--- config.mk ---
export PLATFORM = sky130hd
export DESIGN_NAME = dpram_port_arbiter
export DESIGN_NICKNAME = d
export VERILOG_FILES = /design/src/rtl/dpram_port_arbiter.sv
export SDC_FILE = /design/constraint.sdc
export NUM_CORES = 1
export LEC_CHECK = 0
export CORE_MARGIN = 5
export CORE_UTILIZATION = 50
export DETAILED_ROUTE_END_ITERATION = 10
export DONT_BUFFER_PORTS = 1
export GPL_TIMING_DRIVEN = 0
export PLACE_DENSITY = 0.73
export SETUP_SLACK_MARGIN = 0.4
export SYNTH_ARGS = -nofsm -noshare
export SYNTH_HDL_FRONTEND = slang
export SYNTH_SLANG_ARGS = --single-unit
--- constraint.sdc ---
create_clock -name clk -period 2.7 [get_ports clk]
set_input_delay 0.405 -clock clk [delete_from_list [all_inputs] [get_ports clk]]
set_output_delay 0.405 -clock clk [all_outputs]
set_load 0.05 [all_outputs]
--- src/rtl/dpram_port_arbiter.sv ---
// Round-robin arbiter sharing one 8-bit RAM port among four requesters,
// with optional burst locking capped at MAX_BURST consecutive grants.
module dpram_port_arbiter #(
    parameter int DP        = 512,
    parameter int AW        = $clog2(DP) - 1,
    parameter int MAX_BURST = 8
) (
    input  logic                clk,
    input  logic                rst,
    input  logic [3:0]          req,
    input  logic [3:0]          lock,
    input  logic [3:0]          wr,
    input  logic [4*(AW+1)-1:0] addr,
    input  logic [31:0]         wdata,
    output logic [3:0]          gnt,
    output logic [3:0]          rvalid,
    output logic [7:0]          rdata,
    output logic                locked,
    output logic                ram_en,
    output logic                ram_wr,
    output logic [AW:0]         ram_addr,
    output logic [7:0]          ram_din,
    input  logic [7:0]          ram_dout
);
    localparam int CW       = $clog2(MAX_BURST + 1);
    localparam bit BURST_EN = (MAX_BURST > 1);

    typedef enum logic {IDLE = 1'b0, LOCKED = 1'b1} state_t;

    state_t        fsm_q, fsm_d;
    logic [1:0]    prio_q, prio_d;
    logic [1:0]    owner_q, owner_d;
    logic [CW-1:0] burst_cnt_q, burst_cnt_d;
    logic [CW-1:0] burst_cnt_inc;
    logic [3:0]    rd_pend_q, rd_pend_d;

    logic [1:0]    start;
    logic [1:0]    idx;
    logic [1:0]    gidx;
    logic          found;
    logic          owner_hit;

    // Rotating search; a locked owner that still requests overrides it.
    always_comb begin
        owner_hit = (fsm_q == LOCKED) && req[owner_q];
        start     = (fsm_q == LOCKED) ? owner_q + 2'd1 : prio_q;
        found     = 1'b0;
        gidx      = start;
        idx       = start;
        for (int k = 0; k < 4; k++) begin
            idx = start + 2'(k);
            if (!found && req[idx]) begin
                found = 1'b1;
                gidx  = idx;
            end
        end
        if (owner_hit) begin
            found = 1'b1;
            gidx  = owner_q;
        end
    end

    always_comb begin
        gnt      = '0;
        ram_wr   = 1'b0;
        ram_addr = '0;
        ram_din  = '0;
        if (found && !rst) begin
            gnt      = 4'b0001 << gidx;
            ram_wr   = wr[gidx];
            ram_addr = addr[gidx*(AW+1) +: (AW+1)];
            ram_din  = wdata[gidx*8 +: 8];
        end
    end

    assign ram_en = |gnt;
    assign rvalid = rd_pend_q;
    assign rdata  = ram_dout;
    assign locked = (fsm_q == LOCKED);

    assign burst_cnt_inc = burst_cnt_q + CW'(1);

    always_comb begin
        fsm_d       = fsm_q;
        prio_d      = prio_q;
        owner_d     = owner_q;
        burst_cnt_d = burst_cnt_q;
        rd_pend_d   = gnt & ~wr;
        if (owner_hit) begin
            burst_cnt_d = burst_cnt_inc;
            if (!lock[owner_q] || burst_cnt_inc == CW'(MAX_BURST)) begin
                fsm_d       = IDLE;
                prio_d      = owner_q + 2'd1;
                burst_cnt_d = '0;
            end
        end else if (found) begin
            if (lock[gidx] && BURST_EN) begin
                fsm_d       = LOCKED;
                owner_d     = gidx;
                burst_cnt_d = CW'(1);
            end else begin
                fsm_d       = IDLE;
                prio_d      = gidx + 2'd1;
                burst_cnt_d = '0;
            end
        end else if (fsm_q == LOCKED) begin
            // Owner left with nobody else waiting: resume after the old owner.
            fsm_d       = IDLE;
            prio_d      = owner_q + 2'd1;
            burst_cnt_d = '0;
        end
    end

    always_ff @(posedge clk or posedge rst) begin
        if (rst) begin
            fsm_q       <= IDLE;
            prio_q      <= '0;
            owner_q     <= '0;
            burst_cnt_q <= '0;
            rd_pend_q   <= '0;
        end else begin
            fsm_q       <= fsm_d;
            prio_q      <= prio_d;
            owner_q     <= owner_d;
            burst_cnt_q <= burst_cnt_d;
            rd_pend_q   <= rd_pend_d;
        end
    end
endmodule

# --- Yosys cells after proc, flatten, opt, wreduce, memory -nomap -nowiden ---
# Cells that the tools add are included.
word_totals:
  out_inout_bits: 36
  reg_bits: 13
  in_bits: 90
  elab_cells: 85
classes:
  add_sub_neg: 6
  n_lt_le_gt_ge: 6
  n_bitwise: 3
  reduce_logical: 15
  shift: 3
  mux: 43
  eq_ne: 3
  mul: 1
ops:
  columns: ["cell", "count"]
  rows:
  - ["variable part select 36 x 7 -> 9 bit", 1]
  - ["variable part select 32 x 6 -> 8 bit", 1]
  - ["2-to-1 mux 4 bit", 5]
  - ["2-to-1 mux 1 bit", 19]
  - ["< comparator 2 x 3 -> 1 bit (second input constant)", 6]
  - ["2-to-1 mux 2 bit", 9]
  - ["binary-select mux 1 bit (select 2 bit)", 8]
  - ["2-to-1 mux 9 bit", 1]
  - ["2-to-1 mux 8 bit", 1]
  - ["adder 2 x 1 -> 2 bit (second input constant)", 3]
  - ["multiplier 2 x 4 -> 6 bit (second input constant)", 1]
  - ["logical AND 1 bit", 5]
  - ["logical NOT 1 bit", 5]
  - ["adder 2 bit (second input constant)", 2]
  - ["adder 4 x 1 -> 4 bit (second input constant)", 1]
  - ["AND 4 bit", 1]
  - ["equality test 4 bit (second input constant)", 1]
  - ["inverter 4 bit", 1]
  - ["OR reduction 4 bit", 1]
  - ["left shift 1 x 2 -> 4 bit (first input constant)", 1]
  - ["!= test 3 bit (second input constant)", 1]
  - ["AND reduction 3 bit", 1]
  - ["nonzero test 3 bit", 1]
  - ["!= test 2 x 1 -> 1 bit (second input constant)", 1]
  - ["3 further kinds", 3]

# --- Depth between registers and ports, before layout ---
logic_depth:
  word_depth: 20
  mapped_depth: 11
  depth_no_buf: 7

# --- Worst setup path before layout ---
# Ideal clock, no wire load.
synth_timing:
  path_kind: "register to output"
  startpoint: "reg fsm_q, in the netlist locked"
  endpoint: "out ram_addr[0]"
  arrival_ns: 3.406
  slack_ns: -1.111
  t_required_ns: 2.295
  stages_incl_launch_ff: 10
  cell_sequence: "dfrtp_1 > buf_4 > buf_2 > nand2_1 > o22ai_4 > a311oi_1 > nor3_4 > buf_2 > a211oi_1 > a211oi_1"
synth_via:
  elab_chain_cells: 17
synth_lines:
  columns: ["element", "line_no", "rtl"]
  rows:
  - ["from (decl)", "30", "state_t fsm_q, fsm_d;"]
  - ["from (signal assigned)", "122", "fsm_q <= fsm_d;"]
  - ["branches (longest 16 deep; another with adder 2 x 1 -> 2 bit)", null, null]
  - ["2-to-1 mux 9 bit (*)", "68", "if (found && !rst) begin"]
  - ["to (decl)", "21", "output logic [AW:0] ram_addr,"]
# Every way passes the cells marked *. The select of a mux whose other input is x is not followed.

# --- Worst setup path in the final report ---
layout_timing:
  startpoint: "reg fsm_q, in the netlist locked"
  endpoint: "out ram_wr"
layout_via:
  elab_chain_cells: 17
layout_lines:
  columns: ["element", "line_no", "rtl"]
  rows:
  - ["branches (longest 16 deep; another with adder 2 x 1 -> 2 bit)", null, null]
  - ["2-to-1 mux 1 bit (*)", "68", null]
  - ["to (decl)", "20", "output logic ram_wr,"]
# Marks and branches as above.

==> run_results.csv <==
group,metric,value,unit
timing,hold_viol_final,0,
yosys,synth_compound_area_frac,0.313,
setup_path,startpoint_type,"flip-flop",
cells_and_area,n_antenna_cell,0,
yosys,synth_seq_area_share,0.175,
clock_network,cts-buffers-inserted,3,
job,drv_cap,0,
yosys,synthMuxAreaShare,0.161,
setup_path,cp_data_required_time,2.30,ns
drt,dr.first_iter.drc_count,110,
timing,worst_slew_pin_slew,0.622,ns
floorplan,die_area,0.00505,mm^2
timing,fin_setup_tns,-12.71,ns
floorplan,io_pins,126,
yosys,syn_inst,213,
global_routing,grt_pass1_vias,1974,
clock_network,cts_sinks,13,
yosys,synth_edf_count,0,
setup_path,cp_max_fo,10,
placed_design,dp_hpwl,4700,um
floorplan,core,0.00363,mm^2
yosys,synth-xor-area-share,0.0329,
yosys,yosysTopAreaCell,"dfrtp_1",
setup_path,cp_data_arrival_time,2.93,ns
setup_path,end_kind,"output pin",
floorplan,die_y,71.0,um
cells_and_area,syn_to_final_growth,52.0,%
floorplan,row_count,22,
yosys,syn_area,0.00186,mm^2
clock_network,root_buffer,"clkbuf_8",
drt,via_per_inst,6.53,
setup_path,path_class,"reg2out",
drt,drc,0,
cells_and_area,fillers,234,
drt,drtAntennaViolNets,0,
setup_path,r2r-end,"prio_q[1]",
cells_and_area,nNetsFinal,331,
yosys,async_reset_ff_frac,1.00,
global_routing,grt_overflow,0,
drt,dr.pass1.iters,4,
placed_design,portBuffers,0,
drt,vias,1875,
global_routing,grt_usage,0.231,
floorplan,start_util,0.513,
timing,finClkSkew,0.00174,ns
yosys,yosysWarnings,0,
outcome,status,"complete, but fails checks",
setup_path,crit_end,"ram_wr",
yosys,yosys.cell_types.count,57,
outcome,violations,"negative setup slack",
yosys,synth_flop_cell,"dfrtp_1",
hold_path,hold_path_class,"in2async",
floorplan,die_w,71.0,um
yosys,synth-adder-area-share,0.00672,
cells_and_area,drive_gt1_frac,0.561,
placed_design,globalplace.congestion,0.838,
timing,finalWorstSetupSlack,-0.635,ns
timing,fin_crit_sh,1.24,
yosys,syn_area_per_cell,8.75,um^2
setup_path,reg2reg_slack,-0.13,ns
global_routing,grt_max_degree,14,
yosys,yosysTopAreaCellShare,0.175,
timing,setup_viol,26,
drt,wl,6550,um
timing,report.final.slew_viol_count,0,
yosys,syn_nets,304,
setup_path,critPathLaunch,"locked",
setup_path,rr_startpoint,"locked",
global_routing,grt_pass1_wl,9690,um
yosys,synth_top_family_by_area,"compound AO/OA/AOI/OAI gates",
placed_design,place_ws,-0.639,ns
clock_network,clk_pin_slew,0.06,ns
clock_network,cts_buffer_depth,2,
drt,post_drt_wl_per_cell,22.8,um
setup_path,rr_worst_depth,10,
clock_network,cts_hold_buf,0,
clock_network,htreeDepth,1,
yosys,ys_seq_elements,13,
yosys,netlist_top_cells_area,"dfrtp_1 (17%), a211oi_1 (15%), mux2i_1 (12%), and2_1 (6.4%), buf_4 (4.0%)",
global_routing,antenna_found_initial,0,
timing,grt_setup_unrepaired,"true",
yosys,synthSimpleGateAreaFrac,0.202,
timing,period_minus_slack,3.33,ns
clock_network,cts_tree,"built",
timing,max_freq,0.300,GHz
timing,relSlewSlack,0.584,
clock_network,clk_latency,0.24,ns
worst max-delay path: stages (launching register included):
cell and delay [ns]:
dfrtp_2 0.54, buf_8 0.19, or3b_4 0.38, o221ai_4 0.09
a221oi_4 0.12, o31a_1 0.31, buf_6 0.14, buf_12 0.14
mux2i_2 0.17, a211oi_4 0.59
registers in the layout (all words and copies together), names as in the netlist:
| name | flops |
|---|---|
| burst_cnt_q | 4 |
| rvalid | 4 |
| owner_q | 2 |
| prio_q | 2 |
| locked | 1 |
kinds of logic (layout without fill, tap and decap cells):
logic type	after synthesis	in the layout
multiplexers	27	27
buffers and inverters	36	62
adder cells (fa/ha/maj)	1	1
XOR/XNOR	4	4
AO/OA/AOI/OAI	70	70
AND/OR/NAND/NOR	62	62
flip-flops	13	13
layer usage:
metal  up-vias  part of all wire  GRT usage
met3        19             0.087     0.0682
met4         0             0.022     0.0647
met1       924              0.36      0.259
li1        832                 -          -
met5         -                 0          0
met2       100              0.54      0.422
metrics by stage:
| step | instance area, um^2 | instances | util | hold WS (ns) |
|---|---|---|---|---|
| floorplan | 2250 | 213 | - | 0.282 |
| global placement | 2310 | 261 | 0.636 | 0.332 |
| detailed placement | 2310 | 261 | 0.636 | 0.340 |
| CTS | 2480 | 272 | 0.683 | 0.0856 |
| global route | 2830 | 287 | 0.779 | 0.107 |
| finish | 2830 | 287 | 0.779 | 0.0718 |
cells in the final DEF, fill, tap and decap left out, drive strengths merged, types with 2 or more instances in the layout:
cell type	synthesis	layout
buf	20	46
a211oi	37	37
mux2i	22	22
and2	19	19
dfrtp	13	13
nor2	8	8
nand2	8	8
o21ai	8	8
clkbuf	9	8
inv	7	6
nor2b	6	6
nor3	5	5
mux2	4	4
o31ai	4	4
nor4	3	3
nor3b	3	3
o31a	3	3
nand2b	2	2
a21oi	2	2
a2111oi	2	2
a31oi	2	2
and3	2	2
xnor2	2	2
xor2	2	2
or2	2	2
nand3	2	2
worst min-delay path by stage:
stage	from	end	slack, ns	cells after the start
after detailed placement	rst	rvalid[1]	0.34	1
after CTS	rst	rvalid[1]	0.09	1
after floorplan	rst	burst_cnt_q[0]	0.28	1
final	rst	rvalid[1]	0.07	1
after global routing	rst	rvalid[1]	0.11	1
after global placement	rst	rvalid[2]	0.33	1
synthesized netlist by cell type, types with 2 or more instances:
master    instances
a211oi_1         37
mux2i_1          22
and2_1           19
dfrtp_1          13
buf_4            10
clkbuf_1          8
nand2_1           8
nor2_1            8
buf_2             7
inv_1             7
o21ai_0           7
nor2b_1           5
nor3_1            4
buf_6             3
mux2_4            3
nor3b_1           3
o31ai_1           3
a21oi_1           2
a31oi_1           2
and3_1            2
nand2b_1          2
nor4_1            2
o31a_1            2
final cells by class:
| class | count | area [um^2] | area share |
|---|---|---|---|
| Multi-Input combinational cell | 164 | 1860 | 0.657 |
| Inverter | 7 | 30.0 | 0.0106 |
| Clock buffer | 3 | 41.3 | 0.0146 |
| Tap cell | 48 | 60.1 | 0.0212 |
| Buffer | 29 | 312 | 0.110 |
| Sequential cell | 13 | 327 | 0.115 |
| Timing Repair Buffer | 22 | 198 | 0.0698 |
| Clock inverter | 1 | 5.00 | 0.00177 |
what timing repair did:
action,CTS,global route
buffers inserted,7,14
cloned,0,1
pin swaps,21,24
resized for setup,16,53
endpoints found under the setup margin,33,33
Power is left out: the tool's default activity adds up to more than one toggle a clock period on the data nets, which glitch-free logic cannot reach.
